==> src/rtl/gray_conv_sched.sv <==
// Round-robin scheduler that time-shares one external binary-to-Gray converter among N_REQ requesters.
// Optional build macro GRAY_SCHED_PRIO0_EN gives requester 0 absolute priority in IDLE.
module gray_conv_sched #(
    parameter int unsigned N_REQ = 4,
    parameter int unsigned DW    = 8
) (
    input  logic               clk_i,
    input  logic               rst_i,
    input  logic [N_REQ-1:0]   req_i,
    input  logic [N_REQ*DW-1:0] req_data_i,
    output logic [N_REQ-1:0]   req_ack_o,
    output logic [2:0]         conv_en_o,
    output logic [DW-1:0]      conv_data_o,
    input  logic [DW-1:0]      conv_result_i,
    output logic               rsp_valid_o,
    input  logic               rsp_ready_i,
    output logic [2:0]         rsp_id_o,
    output logic [DW-1:0]      rsp_data_o,
    output logic               busy_o
);

    typedef enum logic [1:0] {StIdle, StConv, StResp} state_e;

    state_e        state_q, state_d;
    logic [2:0]    ptr_q, ptr_d;
    logic [2:0]    idx_q, idx_d;
    logic [DW-1:0] data_q, data_d;
    logic [2:0]    rsp_id_q, rsp_id_d;
    logic [DW-1:0] rsp_data_q, rsp_data_d;

    logic [7:0]    req_ext;
    logic [DW-1:0] data_arr [8];
    logic [3:0]    cand;
    logic          rr_vld;
    logic [2:0]    rr_idx;
    logic          grant_vld;
    logic [2:0]    grant_idx;
    logic          ack_en;

    // Widen requests/data to 8 entries so a 3-bit index always addresses them exactly.
    always_comb begin
        req_ext = '0;
        req_ext[N_REQ-1:0] = req_i;
        for (int k = 0; k < 8; k++) begin
            data_arr[k] = '0;
        end
        for (int k = 0; k < int'(N_REQ); k++) begin
            data_arr[k] = req_data_i[k*DW +: DW];
        end
    end

    // Round-robin search: first requester at or after ptr, wrapping at N_REQ.
    always_comb begin
        rr_vld = 1'b0;
        rr_idx = '0;
        cand   = '0;
        for (int i = 0; i < int'(N_REQ); i++) begin
            cand = {1'b0, ptr_q} + 4'(i);
            if (cand >= 4'(N_REQ)) begin
                cand = cand - 4'(N_REQ);
            end
            if (!rr_vld && req_ext[cand[2:0]]) begin
                rr_vld = 1'b1;
                rr_idx = cand[2:0];
            end
        end
    end

    always_comb begin
        grant_vld = rr_vld;
        grant_idx = rr_idx;
`ifdef GRAY_SCHED_PRIO0_EN
        if (req_ext[0]) begin
            grant_vld = 1'b1;
            grant_idx = '0;
        end
`endif
    end

    always_comb begin
        state_d    = state_q;
        ptr_d      = ptr_q;
        idx_d      = idx_q;
        data_d     = data_q;
        rsp_id_d   = rsp_id_q;
        rsp_data_d = rsp_data_q;
        unique case (state_q)
            StIdle: begin
                if (grant_vld) begin
                    idx_d   = grant_idx;
                    data_d  = data_arr[grant_idx];
                    state_d = StConv;
                end
            end
            StConv: begin
                rsp_id_d   = idx_q;
                rsp_data_d = conv_result_i;
                state_d    = StResp;
            end
            StResp: begin
                if (rsp_ready_i) begin
                    ptr_d   = (rsp_id_q == 3'(N_REQ - 1)) ? 3'd0 : rsp_id_q + 3'd1;
                    state_d = StIdle;
                end
            end
            default: state_d = StIdle;
        endcase
    end

    always_ff @(posedge clk_i or posedge rst_i) begin
        if (rst_i) begin
            state_q    <= StIdle;
            ptr_q      <= '0;
            idx_q      <= '0;
            data_q     <= '0;
            rsp_id_q   <= '0;
            rsp_data_q <= '0;
        end else begin
            state_q    <= state_d;
            ptr_q      <= ptr_d;
            idx_q      <= idx_d;
            data_q     <= data_d;
            rsp_id_q   <= rsp_id_d;
            rsp_data_q <= rsp_data_d;
        end
    end

    // Ack is combinational from req_i, so it is masked while reset is held.
    always_comb begin
        ack_en = (state_q == StIdle) && grant_vld && !rst_i;
        for (int k = 0; k < int'(N_REQ); k++) begin
            req_ack_o[k] = ack_en && (grant_idx == 3'(k));
        end
        conv_en_o   = (state_q == StConv) ? 3'b100 : 3'b000;
        conv_data_o = (state_q == StConv) ? data_q : '0;
        rsp_valid_o = (state_q == StResp);
        rsp_id_o    = rsp_id_q;
        rsp_data_o  = rsp_data_q;
        busy_o      = (state_q != StIdle);
    end

endmodule

==> config.mk <==
export PLATFORM = sky130hd
export DESIGN_NAME = gray_conv_sched
export DESIGN_NICKNAME = d
export VERILOG_FILES = /design/src/rtl/gray_conv_sched.sv
export SDC_FILE = /design/constraint.sdc
export NUM_CORES = 1
export LEC_CHECK = 0
export BUFFER_PORTS_ARGS = -buffer_cell sky130_fd_sc_hd__buf_2
export CAP_MARGIN = 25
export CORE_MARGIN = 3
export CORE_UTILIZATION = 30
export CTS_BUF_LIST = sky130_fd_sc_hd__clkbuf_4 sky130_fd_sc_hd__clkbuf_8
export DETAILED_ROUTE_END_ITERATION = 8
export PLACE_DENSITY_LB_ADDON = 0.08
export SYNTH_ARGS = -nofsm -noshare
export SYNTH_HDL_FRONTEND = slang
export SYNTH_SLANG_ARGS = --single-unit
==> constraint.sdc <==
create_clock -name clk_i -period 3.8 [get_ports clk_i]
set_clock_uncertainty 0.1 [all_clocks]
set_input_delay 0.76 -clock clk_i [delete_from_list [all_inputs] [get_ports clk_i]]
set_output_delay 0.76 -clock clk_i [all_outputs]
set_load 0.02 [all_outputs]
==> impl_metrics.py, run 1 <==
metrics = {
    "global_route": {
        "grt_start_max_net_pins": 28,
        "track_usage": 0.131,
        "grt_overflow": 0,
        "antenna_found_initial": 0,
        "grt_pass1_vias": 1411,
        "grt_pass1_wl_um": 6710,
    },
    "cts": {
        "hold_buffers": 0,
        "h-tree-depth": 1,
        "clk_latency_ns": 0.27,
        "cts_buffers": 3,
        "tritoncts": "done",
        "clockBufferDepth": 2,
        "root_buffer": "clkbuf_8",
        "cts_resized": 0,
        "clk_pin_slew_ns": 0.10,
        "cts_setup_buffers": 0,
        "cts_sinks": 27,
    },
    "place": {
        "pre_cts_ws_ns": 0.356,
        "place_congestion": 0.825,
        "portBuffers": 72,
        "hpwlAfterDp_um": 3230,
        "dpl.cell_count": 297,
    },
    "timing": {
        "slew_viol_final": 0,
        "fmax_mhz": 286,
        "fin_ws_ns": 0.299,
        "tns_ns": 0,
        "slew_headroom": 0.378,
        "min_period_over_period": 0.921,
        "grt_setup_unrepaired": "no",
        "period_minus_slack_ns": 3.50,
        "worstMarginPinSlew_ns": 0.929,
        "finalHoldViolCount": 0,
        "holdWs_ns": 0.388,
        "setup_viol": 0,
    },
    "logic_synthesis": {
        "avgSynthCellArea_um2": 10.8,
        "postSynthCellCount": 159,
        "yosysSeqAreaShare": 0.394,
        "synth_cell_types": 39,
        "ys_warn_count": 0,
        "synth-seq-cells": 27,
        "syn-cell-area_mm2": 0.00171,
    },
    "die": {
        "die-area_mm2": 0.00666,
        "top_level_ports": 75,
        "initial_core_util": 0.323,
        "die_y_um": 81.6,
        "rows": 26,
        "coreArea_mm2": 0.00530,
        "dieWidth_um": 81.6,
    },
    "final_layout": {
        "multiInputGateArea_um2": 960,
        "diodes": 0,
        "area_growth_pct": 28.6,
        "regArea_um2": 676,
        "layout.cells.most_common": "buf_2",
        "drive_above_1_share": 0.485,
        "mostFrequentLayoutCells": "buf_2, dfrtp_1, mux2_2, mux2i_1, nand2_1",
        "fillers": 543,
        "nets": 282,
        "fin_cells": 301,
    },
    "setup_path": {
        "cp.arrival_ns": 2.64,
        "r2r_setup_slack_ns": 1.13,
        "cp-start-kind": "flop",
        "cp_max_fo": 4,
        "crit_type": "flop to primary output",
        "crit_required_ns": 2.94,
        "worstSetupEndpointType": "primary output",
    },
    "routing": {
        "avgViaCountPerCell": 4.81,
        "dr.pass1.iters": 4,
        "postRouteAntennaNets": 0,
        "vias": 1447,
        "route.detailed.drc": 0,
        "drt-wirelength-per-cell_um": 13.9,
        "drt_iter0_markers": 30,
        "wl_um": 4170,
    },
    "pwr": {
        "peakVddDrop_v": 0.000343,
        "power_leakage_nw": 1.12,
        "power_density_mw_per_mm2": 870,
    },
    "run": {
        "max_cap_viol_count": 0,
    },
    "run_status": {
        "outcome": "finished clean",
    },
    "hold_path": {
        "worst_hold_path_type": "flop to flop",
    },
}
cells in the mapped netlist (all sizes together):
master   number  area, um^2
dfrtp        27         676
mux2         18         203
mux2i        18         180
nand2        17        73.8
and2         10        65.1
inv           8        30.0
nor2          8        30.0
o221ai        8        76.3
buf           7        50.0
clkbuf        4        15.0
nor2b         4        25.0
ha            3        37.5
o31ai         3        36.3
mux4          2        45.0
nand2b        2        12.5
nand3         2        10.0
o21ai         2        10.0
or3           2        17.5
a21o          1        7.51
a21oi         1        5.00
a22o          1        8.76
a22oi         1        7.51
a32oi         1        8.76
conb          1        3.75
nand4         1        6.26
nor3          1        5.00
o2111ai       1        8.76
o21a          1        7.51
o221a         1        11.3
o311ai        1        16.3
o31a          1        8.76
o41ai         1        16.3
registers in the layout (all words and copies together), names as in the netlist:
signal	cells
rsp_data_o	8
rsp_id_o	3
data_q	8
ptr_q	3
state_q	2
idx_q	3
worst max-delay path, stage by stage, from the launching register on:
cell	delay, ns
dfrtp_1	0.39
inv_1	0.17
ha_1	0.29
mux4_2	0.30
and2_4	0.20
or3_4	0.40
o31a_1	0.35
nor2_1	0.11
buf_2	0.16
cell families after synthesis:
logic type	synth area share
compound gates	0.134
fa+ha+maj	0.0219
buf+inv	0.0555
flops	0.394
mux	0.250
other cells	0.00219
simple gates	0.143
power breakdown:
part / switching, mW / total, mW / internal [mW]
sequential: 0.0620 / 0.481 / 0.419
clock: 0.0932 / 0.167 / 0.0735
combinational: 0.715 / 1.27 / 0.555
total: 0.870 / 1.92 / 1.05
final timing paths:
kind | startpoint | to | cells past startpoint
max | ptr_q[0] | req_ack_o[3] | 8
min | data_q[1] | data_q[1] | 2
max reg2reg | ptr_q[0] | data_q[4] | 8
min reg2reg | data_q[1] | data_q[1] | 2
max in group asynchronous | rst_i | ptr_q[2] | 3
min in group asynchronous | rst_i | data_q[1] | 3
metal layers:
metal  GRT usage  up-vias  part of all wire
li1            -      714                 -
met1       0.160      690              0.42
met2       0.235       41              0.51
met3      0.0307        2             0.056
met4      0.0249        0            0.0065
met5           0        -                 0
through the flow:
stage	total power [mW]	cell area, um^2	utilization
floorplan	1.45	1720	-
global route	2.08	2200	0.416
finish	1.92	2200	0.416
global placement	1.78	2160	0.407
detailed placement	1.78	2160	0.407
CTS	1.95	2200	0.416
cell type report:
class / instances / area share
clock buffers: 3 / 0.0187
inverters: 8 / 0.0136
clock inverters: 1 / 0.00227
flip-flops and latches: 27 / 0.306
well taps: 70 / 0.0397
multi-input cells: 114 / 0.435
repair buffers: 78 / 0.184
No activity file was read; power rests on OpenSTA's default activity.
==> run 2, diff against run 1 <==
--- a/config.mk
+++ b/config.mk
@@ -9,7 +9,7 @@
 export CAP_MARGIN = 25
 export CORE_MARGIN = 3
 export CORE_UTILIZATION = 30
-export CTS_BUF_LIST = sky130_fd_sc_hd__clkbuf_4 sky130_fd_sc_hd__clkbuf_8
+export CTS_BUF_LIST = sky130_fd_sc_hd__clkbuf_2
 export DETAILED_ROUTE_END_ITERATION = 8
 export PLACE_DENSITY_LB_ADDON = 0.08
 export SYNTH_ARGS = -nofsm -noshare
==> run 2 against run 1 <==
  * Power is 2.7% lower
  * Critical path depth shrank 1
  * Sequential power hardly changed
  * Routed wire length is 0.12% higher
  * Flip-flop and latch count did not move
  * Non-clock buffer count stayed put
  * Register-to-register slack got worse by 0.05 ns
  * First-iteration DRC count grew 23%
==> impl_metrics.py, run 2 (synthesis results as in run 1) <==
metrics = {
    "run_status": {
        "outcome": "finished clean",
    },
    "global_route": {
        "grt_overflow": 0,
        "grt_pass1_wl_um": 6670,
        "grt_pass1_vias": 1404,
        "grt_start_max_net_pins": 28,
        "track_usage": 0.129,
        "antenna_found_initial": 0,
    },
    "place": {
        "portBuffers": 72,
        "dpl.cell_count": 297,
        "hpwlAfterDp_um": 3230,
        "place_area_mm2": 0.00216,
        "place_congestion": 0.825,
    },
    "die": {
        "initial_core_util": 0.323,
        "rows": 26,
        "dieWidth_um": 81.6,
        "die-area_mm2": 0.00666,
        "coreArea_mm2": 0.00530,
        "top_level_ports": 75,
        "die_y_um": 81.6,
    },
    "run": {
        "max_cap_viol_count": 0,
    },
    "final_layout": {
        "nets": 282,
        "diodes": 0,
        "drive_above_1_share": 0.489,
        "fin_cells": 301,
        "fillers": 543,
        "stdcell_area_mm2": 0.00218,
        "area_growth_pct": 27.1,
        "layout.cells.most_common": "buf_2",
        "mostFrequentLayoutCells": "buf_2, dfrtp_1, mux2_2, mux2i_1, nand2_1",
    },
    "setup_path": {
        "cp-start-kind": "flop",
        "cp.arrival_ns": 2.75,
        "crit_required_ns": 2.94,
        "r2r_setup_slack_ns": 1.08,
        "worstSetupEndpointType": "primary output",
        "r2r-start": "ptr_q[0]",
        "crit_start": "ptr_q[0]",
        "cp_max_fo": 13,
        "crit_type": "flop to primary output",
    },
    "cts": {
        "cts_buffers": 3,
        "hold_buffers": 0,
        "root_buffer": "clkbuf_2",
        "clk_pin_slew_ns": 0.27,
        "cts_sinks": 27,
        "cts_setup_buffers": 0,
        "h-tree-depth": 1,
        "clockBufferDepth": 2,
        "tritoncts": "done",
        "clk_latency_ns": 0.36,
    },
    "timing": {
        "slew_headroom": 0.381,
        "holdWs_ns": 0.318,
        "min_period_over_period": 0.950,
        "period_minus_slack_ns": 3.61,
        "grt_setup_unrepaired": "no",
        "setup_viol": 0,
        "worstMarginPinSlew_ns": 0.924,
        "slew_viol_final": 0,
        "finalHoldViolCount": 0,
        "fmax_mhz": 277,
        "tns_ns": 0,
    },
    "pwr": {
        "swShare": 0.466,
        "seq_power_share": 0.257,
        "power_density_mw_per_mm2": 856,
        "clkPwrFrac": 0.061,
        "pwr-share-comb": 0.681,
        "intPower_mw": 0.996,
        "p_switching_mw": 0.869,
        "total_power_mw": 1.87,
        "peakVddDrop_v": 0.000299,
        "power_leakage_nw": 1.11,
    },
    "routing": {
        "drt_iter0_markers": 37,
        "vias": 1435,
        "route.detailed.drc": 0,
        "postRouteAntennaNets": 0,
        "dr.pass1.iters": 4,
        "avgViaCountPerCell": 4.77,
        "wl_um": 4180,
        "drt-wirelength-per-cell_um": 13.9,
    },
    "hold_path": {
        "worst_hold_path_type": "input port to async pin",
    },
}
## run 2: per-layer routing
metal	share of wire	GRT usage	up-vias	routed length (um)
met4	0.0053	0.0150	0	22
met2	0.51	0.235	37	2130
met1	0.43	0.159	682	1800
met5	0	0	-	0
met3	0.054	0.0307	2	225
li1	-	-	714	-
## run 2: path summary, 6_finish.rpt
path,to,cells past startpoint
max in group asynchronous,data_q[6],3
setup reg to reg,data_q[4],8
min in group clk_i,data_q[1],2
hold reg to reg,data_q[1],2
hold / removal,data_q[0],3
setup / recovery,req_ack_o[3],7
## run 2: through the flow
| step | utilization | worst slack, ns |
|---|---|---|
| 3_5_place_dp | 0.407 | 0.356 |
| 3_3_place_gp | 0.407 | 0.355 |
| 6_report | 0.411 | 0.191 |
| 2_1_floorplan | - | 0.0658 |
| 5_1_grt | 0.411 | 0.0249 |
| 4_1_cts | 0.411 | 0.103 |
## run 2: power groups by stage
stage / sequential [mW] / clock (mW) / combinational [mW]
floorplan: 0.549 / 0 / 0.899
global placement: 0.489 / 0 / 1.29
detailed placement: 0.489 / 0 / 1.29
CTS: 0.484 / 0.123 / 1.29
global route: 0.500 / 0.133 / 1.39
finish: 0.480 / 0.114 / 1.27
## run 2: critical path: stages, from the launching register on
cell	delay (ns)
dfrtp_1	0.43
buf_4	0.21
mux4_2	0.52
and2_4	0.20
or3_4	0.40
o31a_1	0.35
nor2_1	0.11
buf_2	0.16
## run 2: what timing repair did
| item | in CTS | in global routing |
|---|---|---|
| setup endpoints to repair | 0 | 2 |
| hold endpoints to repair | 0 | 0 |
| resized for setup | 0 | 1 |
## run 2: area by class of cell
class	instances	area [um^2]	area share
clock buffers	3	15.0	0.00689
repair buffers	78	405	0.186
multi-input cells	114	960	0.441
flip-flops and latches	27	676	0.310
well taps	70	87.6	0.0402
inverters	8	30.0	0.0138
clock inverters	1	5.00	0.00230
